## src/rtl/wb_port_arbiter_if.sv

```systemverilog
// Register-file write-port bundle: pipeline writeback, load-return and debug
// requests toward the arbiter, plus its readys, stall and registered rf_* outputs.
interface wb_port_arbiter_if #(
  parameter int DW = 8,
  parameter int AW = 3
);
  logic          pipe_we;
  logic [AW-1:0] pipe_rd;
  logic [DW-1:0] pipe_data;

  logic          ld_valid;
  logic [AW-1:0] ld_rd;
  logic [DW-1:0] ld_data;
  logic          ld_ready;

  logic          dbg_valid;
  logic [AW-1:0] dbg_rd;
  logic [DW-1:0] dbg_data;
  logic          dbg_ready;

  logic          stall_req;
  logic          rf_we;
  logic [AW-1:0] rf_waddr;
  logic [DW-1:0] rf_wdata;
  logic [1:0]    grant_src;

  // Requester side: pipeline, load unit, debug port and the register file.
  modport master (
    output pipe_we, pipe_rd, pipe_data,
    output ld_valid, ld_rd, ld_data,
    output dbg_valid, dbg_rd, dbg_data,
    input  ld_ready, dbg_ready, stall_req,
    input  rf_we, rf_waddr, rf_wdata, grant_src
  );

  // Arbiter side.
  modport slave (
    input  pipe_we, pipe_rd, pipe_data,
    input  ld_valid, ld_rd, ld_data,
    input  dbg_valid, dbg_rd, dbg_data,
    output ld_ready, dbg_ready, stall_req,
    output rf_we, rf_waddr, rf_wdata, grant_src
  );
endinterface

```

## src/rtl/wb_port_arbiter.sv

```systemverilog
// Single register-file write port: pipeline has fixed priority, load and debug
// share leftover slots round-robin, and a starvation guard forces a stall slot.
module wb_port_arbiter #(
  parameter int DW           = 8,
  parameter int AW           = 3,
  parameter int STARVE_LIMIT = 4,
  parameter int ZERO_REG     = 1
) (
  input  logic              clk,
  input  logic              rst,
  wb_port_arbiter_if.slave  bus
);

  typedef enum logic [1:0] {
    SRC_NONE = 2'd0,
    SRC_PIPE = 2'd1,
    SRC_LD   = 2'd2,
    SRC_DBG  = 2'd3
  } src_e;

  localparam logic [3:0] LIMIT = 4'(STARVE_LIMIT);

  logic [3:0]    starve_cnt;
  logic          force_slot;
  logic          rr_last_dbg;
  logic          sec_valid;
  logic          pick_dbg;
  src_e          sel;
  logic [AW-1:0] sel_rd;
  logic [DW-1:0] sel_data;
  logic          sel_zero;

  always_comb begin
    sec_valid = bus.ld_valid || bus.dbg_valid;
    // On a tie debug wins only if load was the last secondary served.
    pick_dbg  = bus.dbg_valid && (!bus.ld_valid || !rr_last_dbg);

    sel = SRC_NONE;
    if (!rst) begin
      sel = SRC_NONE;
    end else if (force_slot || !bus.pipe_we) begin
      if (sec_valid) sel = pick_dbg ? SRC_DBG : SRC_LD;
    end else begin
      sel = SRC_PIPE;
    end

    sel_rd   = '0;
    sel_data = '0;
    case (sel)
      SRC_PIPE: begin sel_rd = bus.pipe_rd; sel_data = bus.pipe_data; end
      SRC_LD:   begin sel_rd = bus.ld_rd;   sel_data = bus.ld_data;   end
      SRC_DBG:  begin sel_rd = bus.dbg_rd;  sel_data = bus.dbg_data;  end
      default:  begin sel_rd = '0;          sel_data = '0;            end
    endcase

    sel_zero = (ZERO_REG != 0) && (sel_rd == '0);
  end

  assign bus.ld_ready  = (sel == SRC_LD);
  assign bus.dbg_ready = (sel == SRC_DBG);
  assign bus.stall_req = force_slot;

  always_ff @(posedge clk or negedge rst) begin
    if (!rst) begin
      bus.rf_we     <= 1'b0;
      bus.rf_waddr  <= '0;
      bus.rf_wdata  <= '0;
      bus.grant_src <= SRC_NONE;
      starve_cnt    <= '0;
      force_slot    <= 1'b0;
      rr_last_dbg   <= 1'b1;
    end else begin
      bus.rf_we     <= (sel != SRC_NONE) && !sel_zero;
      bus.grant_src <= sel;
      if (sel != SRC_NONE) begin
        bus.rf_waddr <= sel_rd;
        bus.rf_wdata <= sel_data;
      end

      if (sel == SRC_LD)       rr_last_dbg <= 1'b0;
      else if (sel == SRC_DBG) rr_last_dbg <= 1'b1;

      // The forced slot lasts one cycle and restarts the blocked-cycle count.
      force_slot <= 1'b0;
      starve_cnt <= '0;
      if (bus.pipe_we && !force_slot && sec_valid) begin
        if (starve_cnt + 4'd1 == LIMIT) force_slot <= 1'b1;
        else                            starve_cnt <= starve_cnt + 4'd1;
      end
    end
  end

endmodule

```

## src/flat_wrapper.sv

```systemverilog
// flat-port wrapper written by rule: the top's interface ports become plain ports
module wb_port_arbiter_flat 
#(
  parameter int DW           = 8,
  parameter int AW           = 3,
  parameter int STARVE_LIMIT = 4,
  parameter int ZERO_REG     = 1
)
  (clk, rst, bus_pipe_we, bus_pipe_rd, bus_pipe_data, bus_ld_valid, bus_ld_rd, bus_ld_data, bus_dbg_valid, bus_dbg_rd, bus_dbg_data, bus_ld_ready, bus_dbg_ready, bus_stall_req, bus_rf_we, bus_rf_waddr, bus_rf_wdata, bus_grant_src);
  wb_port_arbiter_if #(.DW(DW), .AW(AW)) bus_i ();
  input  logic clk;
  input  logic rst;
  input wire logic [$bits(bus_i.pipe_we)-1:0] bus_pipe_we;
  input wire logic [$bits(bus_i.pipe_rd)-1:0] bus_pipe_rd;
  input wire logic [$bits(bus_i.pipe_data)-1:0] bus_pipe_data;
  input wire logic [$bits(bus_i.ld_valid)-1:0] bus_ld_valid;
  input wire logic [$bits(bus_i.ld_rd)-1:0] bus_ld_rd;
  input wire logic [$bits(bus_i.ld_data)-1:0] bus_ld_data;
  input wire logic [$bits(bus_i.dbg_valid)-1:0] bus_dbg_valid;
  input wire logic [$bits(bus_i.dbg_rd)-1:0] bus_dbg_rd;
  input wire logic [$bits(bus_i.dbg_data)-1:0] bus_dbg_data;
  output wire logic [$bits(bus_i.ld_ready)-1:0] bus_ld_ready;
  output wire logic [$bits(bus_i.dbg_ready)-1:0] bus_dbg_ready;
  output wire logic [$bits(bus_i.stall_req)-1:0] bus_stall_req;
  output wire logic [$bits(bus_i.rf_we)-1:0] bus_rf_we;
  output wire logic [$bits(bus_i.rf_waddr)-1:0] bus_rf_waddr;
  output wire logic [$bits(bus_i.rf_wdata)-1:0] bus_rf_wdata;
  output wire logic [$bits(bus_i.grant_src)-1:0] bus_grant_src;
  assign bus_i.pipe_we = bus_pipe_we;
  assign bus_i.pipe_rd = bus_pipe_rd;
  assign bus_i.pipe_data = bus_pipe_data;
  assign bus_i.ld_valid = bus_ld_valid;
  assign bus_i.ld_rd = bus_ld_rd;
  assign bus_i.ld_data = bus_ld_data;
  assign bus_i.dbg_valid = bus_dbg_valid;
  assign bus_i.dbg_rd = bus_dbg_rd;
  assign bus_i.dbg_data = bus_dbg_data;
  assign bus_ld_ready = bus_i.ld_ready;
  assign bus_dbg_ready = bus_i.dbg_ready;
  assign bus_stall_req = bus_i.stall_req;
  assign bus_rf_we = bus_i.rf_we;
  assign bus_rf_waddr = bus_i.rf_waddr;
  assign bus_rf_wdata = bus_i.rf_wdata;
  assign bus_grant_src = bus_i.grant_src;
  wb_port_arbiter #(.DW(DW), .AW(AW), .STARVE_LIMIT(STARVE_LIMIT), .ZERO_REG(ZERO_REG)) u_core (.clk(clk), .rst(rst), .bus(bus_i));
endmodule
```

## config.mk

```make
export PLATFORM = sky130hd
export DESIGN_NAME = wb_port_arbiter_flat
export DESIGN_NICKNAME = d
export VERILOG_FILES = /design/src/rtl/wb_port_arbiter_if.sv /design/src/rtl/wb_port_arbiter.sv /design/src/flat_wrapper.sv
export SDC_FILE = /design/constraint.sdc
export NUM_CORES = 1
export LEC_CHECK = 0
export CORE_MARGIN = 5
export CORE_UTILIZATION = 38
export CTS_CLUSTER_SIZE = 20
export DETAILED_ROUTE_END_ITERATION = 10
export PLACE_DENSITY = 0.78
export SLEW_MARGIN = 0
export SYNTH_ARGS = -nofsm -noshare
export SYNTH_HDL_FRONTEND = slang
export SYNTH_SLANG_ARGS = --single-unit
```

## constraint.sdc

```tcl
create_clock -name clk -period 2.1 [get_ports clk]
set_input_delay 0.42 -clock clk [delete_from_list [all_inputs] [get_ports clk]]
set_output_delay 0.42 -clock clk [all_outputs]
set_load 0.05 [all_outputs]
```

==> out/qor.txt <==
Layout area overhead: 66.3%
portion of netlist area occupied by mux cells: 0.967%
largest family of logic cells by synthesized area: compound AO/OA/AOI/OAI gates
vias post-DR: 1040
Relative slew margins: 60.1%
DR top layer: met4
clock root buffer master: clkbuf_4
CP Capture Type: output port
Mapped Area: 1030 um^2
Tot Pwr: 1080 uW
worst hold slack: 487 ps
adder-cell share of the synthesized area: 1.21%
Core Area: 2690 um^2
I/O pins: 55
share of cells above drive strength 1: 16.9%
Simple-Gate Fraction of Synth Area: 12.7%
nets@finish: 200
leading area contributor after synthesis: dfrtp_1
WL met3: 247 um
period utilisation layout: 98.0%
Worst setup SP type: primary input
compound-gate portion of the synthesized area: 30.5%
GRT Total Usage: 16.8%
Congestion Overflow GR: 0
sequential-to-total area share from yosys stat: 48.5%
Port Buf Inserts: 54
post-synth top area share: 45.9%
Metal-1 WL: 1340 um
Arr. time, crit path: 1640 ps
Die Y: 62.2 um
pwr dens: 630 nW/um^2
Synth area leaders: dfrtp_1 (46%), a221oi_2 (7.3%), a22oi_1 (4.4%), nand2_1 (4.4%), o21bai_1 (3.6%)
worst-margin pin slew: 599 ps
Achievable Freq: 486 MHz
routed wire length per instance: 16.3 um
Post-synth top cells: dfrtp_1 (19), nand2_1 (12), a21oi_1 (7)
cell count after synthesis: 96
TritonCTS clock tree: built
Clock Latency Late Sink: 300 ps
DP HPWL: 2470 um
GPL Wtd Cong: 0.763
Rows: 19
YS warnings: 0
clock sink total: 20
CTS Hold Bufs: 0
unrepaired setup endpoints after global routing: false
Final Slew Violations: 0
area of the die: 3870 um^2
vias in the first global route: 1162
count leader, synth: dfrtp_1
die outline width: 62.2 um
prevailing post-synth register cell: dfrtp_1
Min-Delay Path Class: flip-flop to flip-flop
Crit path required time: 1680 ps
Worst-path clk slew: 110 ps
DR iter-0 viols: 33
initial antenna violation count: 0
syn nets: 135
setup violators final: 0
Avg Cell Area, Syn: 10.8 um^2
n_diodes: 0
WS Path Type: primary input to output port
Routed Antenna Nets: 0
xor/xnor share of the synthesized area: 0.846%
status: complete, no violations
Post-synth EDFFs: 0
Pre-Repair DR Iteration Count: 4
Final Skew: 6.24 ps
DRC viols: 0
max cap viols: 0
WL final: 3110 um
WL met2: 1510 um
largest net degree at the start of global routing: 22
Leak: 0.000737 uW
Fin. Hold Viols: 0
first-pass GRT wire length: 5400 um
Resize count post-CTS: 0
initial core utilization: 38.5%
Synth Register Bits: 20
number of buffers created by CTS: 3
synth unique cells: 31
clock tree buffer depth: 2
# Post-CTS Setup Buffers: 0
via/cell ratio: 5.45
VDD IR max: 0.000495 V
H-tree levels: 1
worst-path fanout max: 7
asr flop ratio synth: 100%
minimum clock period: 2060 ps
==> logic make-up (layout without fill, tap and decap cells) <==
kind of cell,Yosys count,in the layout
AND/OR/NAND/NOR,26,26
adder cells (fa/ha/maj),1,1
XOR/XNOR,1,1
flip-flops,20,20
AO/OA/AOI/OAI,38,38
multiplexers,1,1
buffers and inverters,9,73
==> area by class of cell <==
cell class	count	area (um^2)
clock buffers	4	26.3
fillers	231	966
inverters	4	15.0
multi-input cells	67	483
flip-flops and latches	20	502
well taps	31	38.8
repair buffers	65	656
==> cell usage in the layout (no fill, tap or decap) <==
master	synthesis	routed
dfstp_2	1	1
and2_1	1	1
and4_4	1	1
clkbuf_4	0	3
a21oi_1	7	7
mux2i_1	1	1
nand3b_1	1	1
a22oi_1	6	6
a221oi_2	5	5
a221o_1	3	3
o2111a_1	1	1
a31oi_2	1	1
buf_4	1	10
nor3b_1	1	1
inv_2	1	1
a41oi_1	1	1
clkbuf_1	0	1
o31ai_2	0	1
nor2_1	6	6
buf_12	0	3
o21bai_1	5	5
clkdlybuf4s50_1	0	52
xor2_1	1	1
nand2b_1	2	2
o211ai_1	1	1
a222oi_1	2	2
dfrtp_1	19	19
nand2_1	12	12
nand3_1	1	1
o21ai_0	5	5
ha_1	1	1
nor2b_4	1	1
inv_1	3	3
==> per-stage QoR <==
| step | utilization, % | setup WS, ps | instances | TNS (ps) | instance area (um^2) |
|---|---|---|---|---|---|
| after floorplan | - | 264 | 96 | 0 | 1030 |
| after global placement | 63.1 | -93.5 | 187 | -586 | 1690 |
| after detailed placement | 63.1 | -156 | 187 | -1170 | 1690 |
| after CTS | 64.0 | 61.2 | 191 | 0 | 1720 |
| after global routing | 64.0 | 31.1 | 191 | 0 | 1720 |
| final | 64.0 | 41.7 | 191 | 0 | 1720 |
==> critical path, cell delays in order <==
cell and delay (ps):
clkdlybuf4s50_1 520, buf_4 140, o2111a_1 260, buf_12 160, buf_12 130
==> power by group <==
| part | internal [uW] | leakage, uW | switching, uW | total, uW |
|---|---|---|---|---|
| Sequential | 430 | 0.000252 | 24.2 | 454 |
| Clock | 73.9 | 0.0000150 | 116 | 190 |
| Combinational | 192 | 0.000471 | 247 | 439 |
| Total | 696 | 0.000737 | 387 | 1080 |
==> path summary, 6_finish.rpt <==
kind	startpoint	end	slack [ps]	cells past startpoint
max in group asynchronous	rst	u_core.rr_last_dbg$_DFFE_PN1P_	1170	3
min in group asynchronous	rst	u_core.bus.rf_we$_DFF_PN0_	650	3
min	u_core.starve_cnt[0]$_DFF_PN0_	u_core.starve_cnt[0]$_DFF_PN0_	490	1
min reg2reg	u_core.starve_cnt[0]$_DFF_PN0_	u_core.starve_cnt[0]$_DFF_PN0_	490	1
max	rst	bus_ld_ready	40	5
max reg2reg	u_core.bus.stall_req$_DFF_PN0_	u_core.bus.rf_wdata[1]$_DFFE_PN0P_	400	6
==> per-layer routing <==
metal  GRT usage (%)  vias to the layer above
met4            5.15                        0
met5               0                        -
met1            20.3                      492
li1                -                      492
met2            28.8                       54
met3            4.32                        2
==> registers in the layout (all words and copies together) (netlist names) <==
register	cells
u_core.bus.stall_req	1
u_core.bus.rf_waddr	3
u_core.starve_cnt	4
u_core.bus.grant_src	2
u_core.bus.rf_wdata	8
u_core.rr_last_dbg	1
u_core.bus.rf_we	1
Power figures use the tool's default switching activity.
